**src/rtl/noc_egress_buffer.sv**
```systemverilog
// Egress buffer between the NoC and the egress checker: a DEPTH-entry FIFO with
// no bypass path, a packet-framing checker on accepted flits, and delivery counters.
module noc_egress_buffer #(
  parameter int DEPTH            = 4,
  parameter int INGRESS_BITS     = 64,
  parameter int PAYLOAD_BITS     = 64,
  parameter int CYCLE_COUNT_BITS = 64
) (
  input  logic                        clock,
  input  logic                        reset,
  input  logic                        in_valid,
  output logic                        in_ready,
  input  logic                        in_head,
  input  logic                        in_tail,
  input  logic [INGRESS_BITS-1:0]     in_ingress_id,
  input  logic [PAYLOAD_BITS-1:0]     in_payload,
  output logic                        noc_valid,
  output logic                        flit_in_head,
  output logic                        flit_in_tail,
  output logic [INGRESS_BITS-1:0]     flit_in_ingress_id,
  output logic [PAYLOAD_BITS-1:0]     flit_in_payload,
  input  logic                        egressunit_ready,
  output logic [CYCLE_COUNT_BITS-1:0] cycle_count,
  output logic [31:0]                 flit_count,
  output logic [31:0]                 packet_count,
  output logic                        proto_error,
  output logic [1:0]                  error_code,
  output logic                        dbg_pkt_state
);

  // DEPTH must be a power of two (>= 2) so the pointers wrap by plain overflow.
  localparam int PTR_W   = (DEPTH > 1) ? $clog2(DEPTH) : 1;
  localparam int CNT_W   = PTR_W + 1;
  localparam int ENTRY_W = 2 + INGRESS_BITS + PAYLOAD_BITS;

  typedef enum logic {
    ST_IDLE   = 1'b0,
    ST_IN_PKT = 1'b1
  } pkt_state_e;

  logic [ENTRY_W-1:0]          mem_q [DEPTH];
  logic [PTR_W-1:0]            wr_ptr_q, wr_ptr_d;
  logic [PTR_W-1:0]            rd_ptr_q, rd_ptr_d;
  logic [CNT_W-1:0]            count_q, count_d;
  logic                        accept_en_q;
  logic                        full, empty, enq, deq;
  logic [ENTRY_W-1:0]          in_entry, head_entry;

  pkt_state_e                  state_q;
  logic [INGRESS_BITS-1:0]     pkt_id_q;
  logic                        proto_error_q;
  logic [1:0]                  error_code_q;

  logic [CYCLE_COUNT_BITS-1:0] cycle_count_q;
  logic [31:0]                 flit_count_q;
  logic [31:0]                 packet_count_q;

  // Handshake: a transfer happens on a rising edge where valid && ready; valid
  // never waits on ready, and the presented fields hold while valid && !ready.
  // in_ready stays low until the first edge after reset release.
  assign full      = (count_q == CNT_W'(DEPTH));
  assign empty     = (count_q == '0);
  assign in_ready  = accept_en_q && !full;
  assign noc_valid = !empty;
  assign enq       = in_valid && in_ready;
  assign deq       = noc_valid && egressunit_ready;

  assign in_entry   = {in_head, in_tail, in_ingress_id, in_payload};
  assign head_entry = empty ? '0 : mem_q[rd_ptr_q];
  assign {flit_in_head, flit_in_tail, flit_in_ingress_id, flit_in_payload} = head_entry;

  always_comb begin
    wr_ptr_d = wr_ptr_q;
    rd_ptr_d = rd_ptr_q;
    count_d  = count_q;
    if (enq) wr_ptr_d = wr_ptr_q + PTR_W'(1);
    if (deq) rd_ptr_d = rd_ptr_q + PTR_W'(1);
    case ({enq, deq})
      2'b10:   count_d = count_q + CNT_W'(1);
      2'b01:   count_d = count_q - CNT_W'(1);
      default: count_d = count_q;
    endcase
  end

  always_ff @(posedge clock or negedge reset) begin
    if (!reset) begin
      wr_ptr_q    <= '0;
      rd_ptr_q    <= '0;
      count_q     <= '0;
      accept_en_q <= 1'b0;
    end else begin
      wr_ptr_q    <= wr_ptr_d;
      rd_ptr_q    <= rd_ptr_d;
      count_q     <= count_d;
      accept_en_q <= 1'b1;
    end
  end

  // Storage needs no reset: unoccupied entries are never presented.
  always_ff @(posedge clock) begin
    if (enq) mem_q[wr_ptr_q] <= in_entry;
  end

  // Framing checker; only the first error is recorded.
  always_ff @(posedge clock or negedge reset) begin
    if (!reset) begin
      state_q       <= ST_IDLE;
      pkt_id_q      <= '0;
      proto_error_q <= 1'b0;
      error_code_q  <= 2'd0;
    end else if (enq) begin
      case (state_q)
        ST_IDLE: begin
          if (in_head) begin
            state_q  <= in_tail ? ST_IDLE : ST_IN_PKT;
            pkt_id_q <= in_ingress_id;
          end else if (!proto_error_q) begin
            proto_error_q <= 1'b1;
            error_code_q  <= 2'd2;
          end
        end
        ST_IN_PKT: begin
          if (in_head) begin
            state_q  <= in_tail ? ST_IDLE : ST_IN_PKT;
            pkt_id_q <= in_ingress_id;
            if (!proto_error_q) begin
              proto_error_q <= 1'b1;
              error_code_q  <= 2'd1;
            end
          end else begin
            if (in_tail) state_q <= ST_IDLE;
            if ((in_ingress_id != pkt_id_q) && !proto_error_q) begin
              proto_error_q <= 1'b1;
              error_code_q  <= 2'd3;
            end
          end
        end
        default: state_q <= ST_IDLE;
      endcase
    end
  end

  always_ff @(posedge clock or negedge reset) begin
    if (!reset) begin
      cycle_count_q  <= '0;
      flit_count_q   <= '0;
      packet_count_q <= '0;
    end else begin
      cycle_count_q <= cycle_count_q + CYCLE_COUNT_BITS'(1);
      if (deq) begin
        flit_count_q <= flit_count_q + 32'd1;
        if (flit_in_tail) packet_count_q <= packet_count_q + 32'd1;
      end
    end
  end

  assign cycle_count   = cycle_count_q;
  assign flit_count    = flit_count_q;
  assign packet_count  = packet_count_q;
  assign proto_error   = proto_error_q;
  assign error_code    = error_code_q;
  assign dbg_pkt_state = state_q;

endmodule

```
**config.mk**
```make
export PLATFORM = sky130hd
export DESIGN_NAME = noc_egress_buffer
export DESIGN_NICKNAME = d
export VERILOG_FILES = /design/src/rtl/noc_egress_buffer.sv
export SDC_FILE = /design/constraint.sdc
export NUM_CORES = 1
export LEC_CHECK = 0
export ABC_AREA = 1
export CAP_MARGIN = 30
export CORE_ASPECT_RATIO = 2
export CORE_MARGIN = 2
export CORE_UTILIZATION = 40
export CTS_CLUSTER_DIAMETER = 40
export CTS_CLUSTER_SIZE = 28
export DETAILED_ROUTE_END_ITERATION = 12
export HOLD_SLACK_MARGIN = 0.02
export PLACE_DENSITY = 0.57
export SETUP_SLACK_MARGIN = 0.1
export SYNTH_ARGS = -nofsm -noshare
export SYNTH_HDL_FRONTEND = slang
export SYNTH_SLANG_ARGS = --single-unit
```
**constraint.sdc**
```tcl
create_clock -name clock -period 8.1 [get_ports clock]
set_clock_uncertainty 0.15 [all_clocks]
set_input_delay 0.81 -clock clock [delete_from_list [all_inputs] [get_ports clock]]
set_output_delay 0.81 -clock clock [all_outputs]
set_load 0.01 [all_outputs]
```
==> flow_metrics.tcl, run 1 <==
set metrics [dict create \
    cts.sinks 724 \
    finalSetupViolations 0 \
    drt_wl_total_um 84100 \
    clk-insertion-delay-late_ns 0.64 \
    synthMuxAreaShare_pct 0 \
    vias_per_cell 5.06 \
    cts_max_level 3 \
    fp.dieW_um 201 \
    stdcell_count 4377 \
    worstSetupEndpointType "primary output" \
    regToRegStartpoint "rd_ptr_q[1]$_DFFE_PN0P_" \
    grt_pass1_wl_um 131000 \
    avgRoutedWirePerCell_um 19.2 \
    relSlewSlack_pct 21.5 \
    power_density_nw_per_um2 325 \
    critPathKind "flop to primary output" \
    postCtsSetupBuffers 0 \
    p_leak_nw 14.6 \
    grt_pass1_vias 22900 \
    start_kind "flop" \
    ctsHoldBuffers 0 \
    hp-class "input pin to async pin" \
    critPathArrivalTime_ns 4.40 \
    vias 22100 \
    crit_family "buffers and inverters" \
    globalplace.congestion 0.895 \
    port_buffers 397 \
    r2r_cells 12 \
    ant_nets 0 \
    drtIter0Drc 1311 \
    synth.avg_cell_area_um2 10.6 \
    fin_setup_tns_ns 0 \
    path_clk_slew_ns 0.07 \
    synth_top_family_by_area "simple AND/OR/NAND/NOR gates" \
    overflow 0 \
    antenna_found_initial 15 \
    yosysSeqAreaShare_pct 66.9 \
    r2r-end "packet_count[25]$_DFFE_PN0P_" \
    peakVddDrop_mv 0.174 \
    r2r_slack_ns 4.13 \
    rows 144 \
    maxCapViolCount 0 \
    start_util_pct 40.3 \
    cpPeakStageDelay_ns 0.96 \
    drc 0 \
    chipHeight_um 398 \
    synthToLayoutAreaGrowth_pct 23.8 \
    grt_max_degree 131 \
    timing.fmax_mhz 186 \
    yosysWarnings 0 \
    synth-edff-count 520 \
    worstPathMaxFanout 71 \
    min_period_over_period_pct 66.2 \
    cts_root_buffer "clkbuf_16" \
    async_flop_share_pct 28.2 \
    path_buf_inv 3 \
    synth_compound_area_share_pct 7.32 \
    rsz0062_at_grt "false" \
    netlist_instances 2935 \
    hold_viol 0 \
    clk_path_buf_depth 3 \
    dr.pass1.iters 5 \
    num_io_pins 398 \
    dpl.cell_count 4253 \
    drive_gt1_share_pct 6.27 \
    fp.coreArea_um2 76900 \
    required_ns 7.14 \
    cts_resized 0 \
    final_common_cell "nor2_1" \
    fin_nets 3443 \
    worst_slew_pin_slew_ns 1.18 \
    path_cells "buf_4 -> buf_4 -> nor2_1 -> nor2_1 -> o21ai_0 -> a21oi_1 -> clkdlybuf4s50_1" \
    worst_path_max_delay_cell "dfrtp_4" \
    synthSimpleGateAreaFrac_pct 17.4 \
    synth_nets 3078 \
    ys.flop_type "edfxtp_1" \
    dp_hpwl_um 51900 \
    grt_usage_pct 21.1 \
    period_minus_slack_ns 5.36 \
    synth_seq_cells 724 \
    status "finished clean" \
    ys_types 42 \
    die-area_um2 79800 \
    cts_tree "built" \
    slew_violations 0 \
    synth_fa_ha_area_share_pct 0.388 \
    synth-xor-area-share_pct 3.89 \
    syn-cell-area_um2 31000 \
    mostFrequentLayoutCells "641 x nor2_1, 520 x edfxtp_1, 449 x nand2_1" \
    cts_inserted_buffers 67 \
]
[synth_stat cells (12+ instances only)]
cell type / count / share of area [%]
nor2_2: 12 / 0.24
o21ai_0: 303 / 4.9
nand2_1: 450 / 5.5
xor2_1: 89 / 2.5
nor2_1: 645 / 7.8
a21oi_1: 131 / 2.1
nand3_1: 41 / 0.66
dfrtp_1: 204 / 16
xnor2_1: 45 / 1.3
edfxtp_1: 520 / 50
inv_1: 197 / 2.4
clkbuf_1: 101 / 1.2
nor4_1: 13 / 0.26
inv_2: 13 / 0.16
nand2_2: 12 / 0.24
nand4_1: 33 / 0.67
o21ai_1: 15 / 0.24
nor3_1: 41 / 0.66
[sequential cells by signal, summed over array words and instances (netlist names)]
| name | count |
|---|---|
| packet_count | 32 |
| wr_ptr_q | 2 |
| proto_error | 1 |
| accept_en_q | 1 |
| dbg_pkt_state | 1 |
| cycle_count | 64 |
| mem_q | 520 |
| flit_count | 32 |
| count_q | 3 |
| pkt_id_q | 64 |
| rd_ptr_q | 2 |
| error_code | 2 |
[how the worst max path moves through the flow]
stage	cells after the start	slack, ns	from	to
2_1_floorplan	2	0.99	in_valid	mem_q[0][0]$_DFFE_PP_
3_3_place_gp	7	3.36	rd_ptr_q[0]$_DFFE_PN0P_	flit_in_ingress_id[2]
3_5_place_dp	7	3.37	rd_ptr_q[0]$_DFFE_PN0P_	flit_in_ingress_id[2]
4_1_cts	7	2.65	rd_ptr_q[0]$_DFFE_PN0P_	flit_in_ingress_id[2]
5_1_grt	7	2.41	rd_ptr_q[0]$_DFFE_PN0P_	flit_in_ingress_id[2]
6_report	7	2.74	rd_ptr_q[0]$_DFFE_PN0P_	flit_in_ingress_id[2]
[worst register-to-register path: stages (launching register included)]
cell	delay (ns)
dfrtp_4	0.84
inv_6	0.43
buf_4	0.66
nand3_1	0.23
nand2_1	0.15
nor2_4	0.43
nand4_2	0.23
nor2_4	0.16
nand2_2	0.09
nor2_4	0.16
nand2_2	0.11
o21ai_1	0.13
nand2_1	0.06
[per-layer routing]
| layer | vias up | share of wire (%) | global-route usage, % |
|---|---|---|---|
| met5 | - | 0.17 | 0 |
| met2 | 697 | 51 | 37.6 |
| li1 | 10500 | - | - |
| met1 | 10800 | 39 | 24.3 |
| met3 | 136 | 7.6 | 6.34 |
| met4 | 22 | 2.5 | 6.94 |
[final cells by class]
type / instances / area [um^2]
Antenna cell: 4 / 10.0
Clock inverter: 43 / 543
Clock buffer: 77 / 1780
Multi-Input combinational cell: 1881 / 9030
Inverter: 213 / 815
Sequential cell: 724 / 20700
Tap cell: 1022 / 1280
Timing Repair Buffer: 413 / 4160
Fill cell: 6894 / 38600
[logic make-up (layout without fill, tap and decap cells)]
group | after synthesis | count (layout)
XOR/XNOR | 136 | 136
adder cells (fa/ha/maj) | 9 | 9
other | 1 | 5
AND/OR/NAND/NOR | 1284 | 1284
AO/OA/AOI/OAI | 451 | 451
buffers and inverters | 330 | 746
flip-flops | 724 | 724
[report_power, final]
part | internal (mW) | switching [mW] | total [mW]
logic | 1.80 | 2.56 | 4.37
clock network | 1.81 | 1.53 | 3.34
registers | 4.45 | 0.312 | 4.77
total | 8.07 | 4.40 | 12.5
[stage by stage]
step           power (mW)  worst slack, ns  instance area, um^2  utilization, %  hold slack (ns)
3_3_place_gp         9.16             3.36                36000            46.8            0.320
6_report             12.5             2.74                38300            49.8           0.0530
5_1_grt              13.2             2.41                38300            49.8            0.105
2_1_floorplan        7.10            0.987                31000               -            0.318
4_1_cts              12.6             2.65                38300            49.8           0.0681
3_5_place_dp         9.27             3.37                36000            46.8            0.320
(Power assumes the default switching activity.)
==> inputs of run 2 (changes only) <==
clock period = 5.3 ns   (was 8.1 ns; I/O delays follow)
==> flow_metrics.tcl, run 2 (synthesized netlist as in run 1, its figures left out) <==
set metrics [dict create \
    hold_path.startpoint "cycle_count[63]$_DFF_PN0_" \
    power_density_nw_per_um2 497 \
    timing.fmax_mhz 225 \
    start_kind "flop" \
    largest_reg_flops 520 \
    clk-insertion-delay-late_ns 0.63 \
    critPathKind "flop to primary output" \
    final_common_cell "nor2_1" \
    peakVddDrop_mv 0.332 \
    drtIter0Drc 1379 \
    vias_per_cell 5.01 \
    ctsHoldBuffers 1 \
    antenna_found_initial 15 \
    grt_pass1_vias 22700 \
    regToRegStartpoint "rd_ptr_q[1]$_DFFE_PN0P_" \
    final_core_utilization_pct 50.1 \
    globalplace.congestion 0.891 \
    avgRoutedWirePerCell_um 19.1 \
    dr.pass1.iters 5 \
    drt_wl_total_um 83800 \
    relSlewSlack_pct 33.5 \
    slew_violations 0 \
    hold_path_depth 1 \
    drc 0 \
    dp_slack_ns 1.46 \
    start_util_pct 40.3 \
    rows 144 \
    hold_ws_ns 0.332 \
    worstSetupEndpointType "primary output" \
    grt_max_degree 131 \
    grt_usage_pct 21.1 \
    period_minus_slack_ns 4.44 \
    ant_nets 0 \
    fp.dieW_um 201 \
    critPathArrivalTime_ns 3.76 \
    num_io_pins 398 \
    postCtsSetupBuffers 0 \
    vias 22000 \
    r2r-end "packet_count[25]$_DFFE_PN0P_" \
    cts.sinks 724 \
    cts_tree "built" \
    drive_gt1_share_pct 6.69 \
    hp-class "flop to flop" \
    mostFrequentLayoutCells "641 x nor2_1, 520 x edfxtp_1, 449 x nand2_1" \
    hold_viol 0 \
    maxCapViolCount 0 \
    cts_root_buffer "clkbuf_16" \
    timing.final.ws_setup_ns 0.857 \
    fin_nets 3453 \
    port_buffers 397 \
    post_dp_cell_area_um2 36200 \
    min_period_over_period_pct 83.8 \
    path_clk_slew_ns 0.07 \
    overflow 0 \
    synthToLayoutAreaGrowth_pct 24.5 \
    fp.coreArea_um2 76900 \
    worst_slew_pin_slew_ns 0.997 \
    p_leak_nw 14.7 \
    worstPathMaxFanout 94 \
    status "finished clean" \
    chipHeight_um 398 \
    regMostFlops "mem_q" \
    rsz0062_at_grt "false" \
    cts_inserted_buffers 68 \
    required_ns 4.62 \
    dp_hpwl_um 53500 \
    die-area_um2 79800 \
    r2r_cells 11 \
    holdPathEnd "cycle_count[63]$_DFF_PN0_" \
    cts_resized 0 \
    fin_setup_tns_ns 0 \
    grt_pass1_wl_um 130000 \
    r2r_slack_ns 1.72 \
    finalSetupViolations 0 \
    clk_path_buf_depth 3 \
    cts_max_level 3 \
    postLayoutCellArea_um2 38600 \
]
==> run 2: cell count changes in the layout (fill, tap and decap cells not counted), moves of 4 or more <==
cell        previous run  this run
clkinvlp_4             8         4
inv_6                 10        14
inv_12                 2         6
buf_12                 5        11
==> run 2: metal layers <==
layer / share of wire, % / vias to the layer above / global-route usage (%)
li1: - / 10600 / -
met3: 7.1 / 135 / 5.90
met5: 0.18 / - / 0
met2: 50 / 655 / 37.0
met4: 2.7 / 22 / 6.97
met1: 40 / 10600 / 24.9
==> run 2: layout make-up <==
class	count	area [um^2]
Fill cell	6892	38400
Sequential cell	724	20700
Multi-Input combinational cell	1881	9030
Timing Repair Buffer	422	4330
Clock buffer	77	1830
Tap cell	1022	1280
Inverter	213	815
Clock inverter	45	556
Antenna cell	3	7.51
==> run 2: power by group <==
group | internal, mW | switching, mW | leakage [nW]
sequential | 6.80 | 0.498 | 7.37
combinational | 2.82 | 3.86 | 6.21
clock | 2.75 | 2.44 | 1.15
==> run 2: how the worst max path moves through the flow <==
stage / from / end / slack (ns)
after floorplan: count_q[1]$_DFFE_PN0P_ / mem_q[0][0]$_DFFE_PP_ / -1.75
after global placement: rd_ptr_q[1]$_DFFE_PN0P_ / flit_in_ingress_id[34] / 1.52
after detailed placement: rd_ptr_q[1]$_DFFE_PN0P_ / flit_in_ingress_id[21] / 1.46
after CTS: rd_ptr_q[1]$_DFFE_PN0P_ / flit_in_ingress_id[21] / 0.73
after global routing: rd_ptr_q[1]$_DFFE_PN0P_ / flit_in_ingress_id[23] / 0.62
final: rd_ptr_q[1]$_DFFE_PN0P_ / flit_in_ingress_id[22] / 0.86
==> run 2: metrics by stage <==
step,cells,total power [mW]
after floorplan,2935,10.8
after global routing,4387,20.3
after CTS,4384,19.5
after global placement,4259,14.0
after detailed placement,4261,14.2
final,4387,19.2
==> run 2: critical path, cell delays in order, from the launching register on <==
cell and delay, ns:
dfrtp_4 1.07, inv_6 0.56, buf_4 0.46, nor2_1 0.14, o21ai_0 0.10, a21oi_1 0.18, clkdlybuf4s50_1 0.57
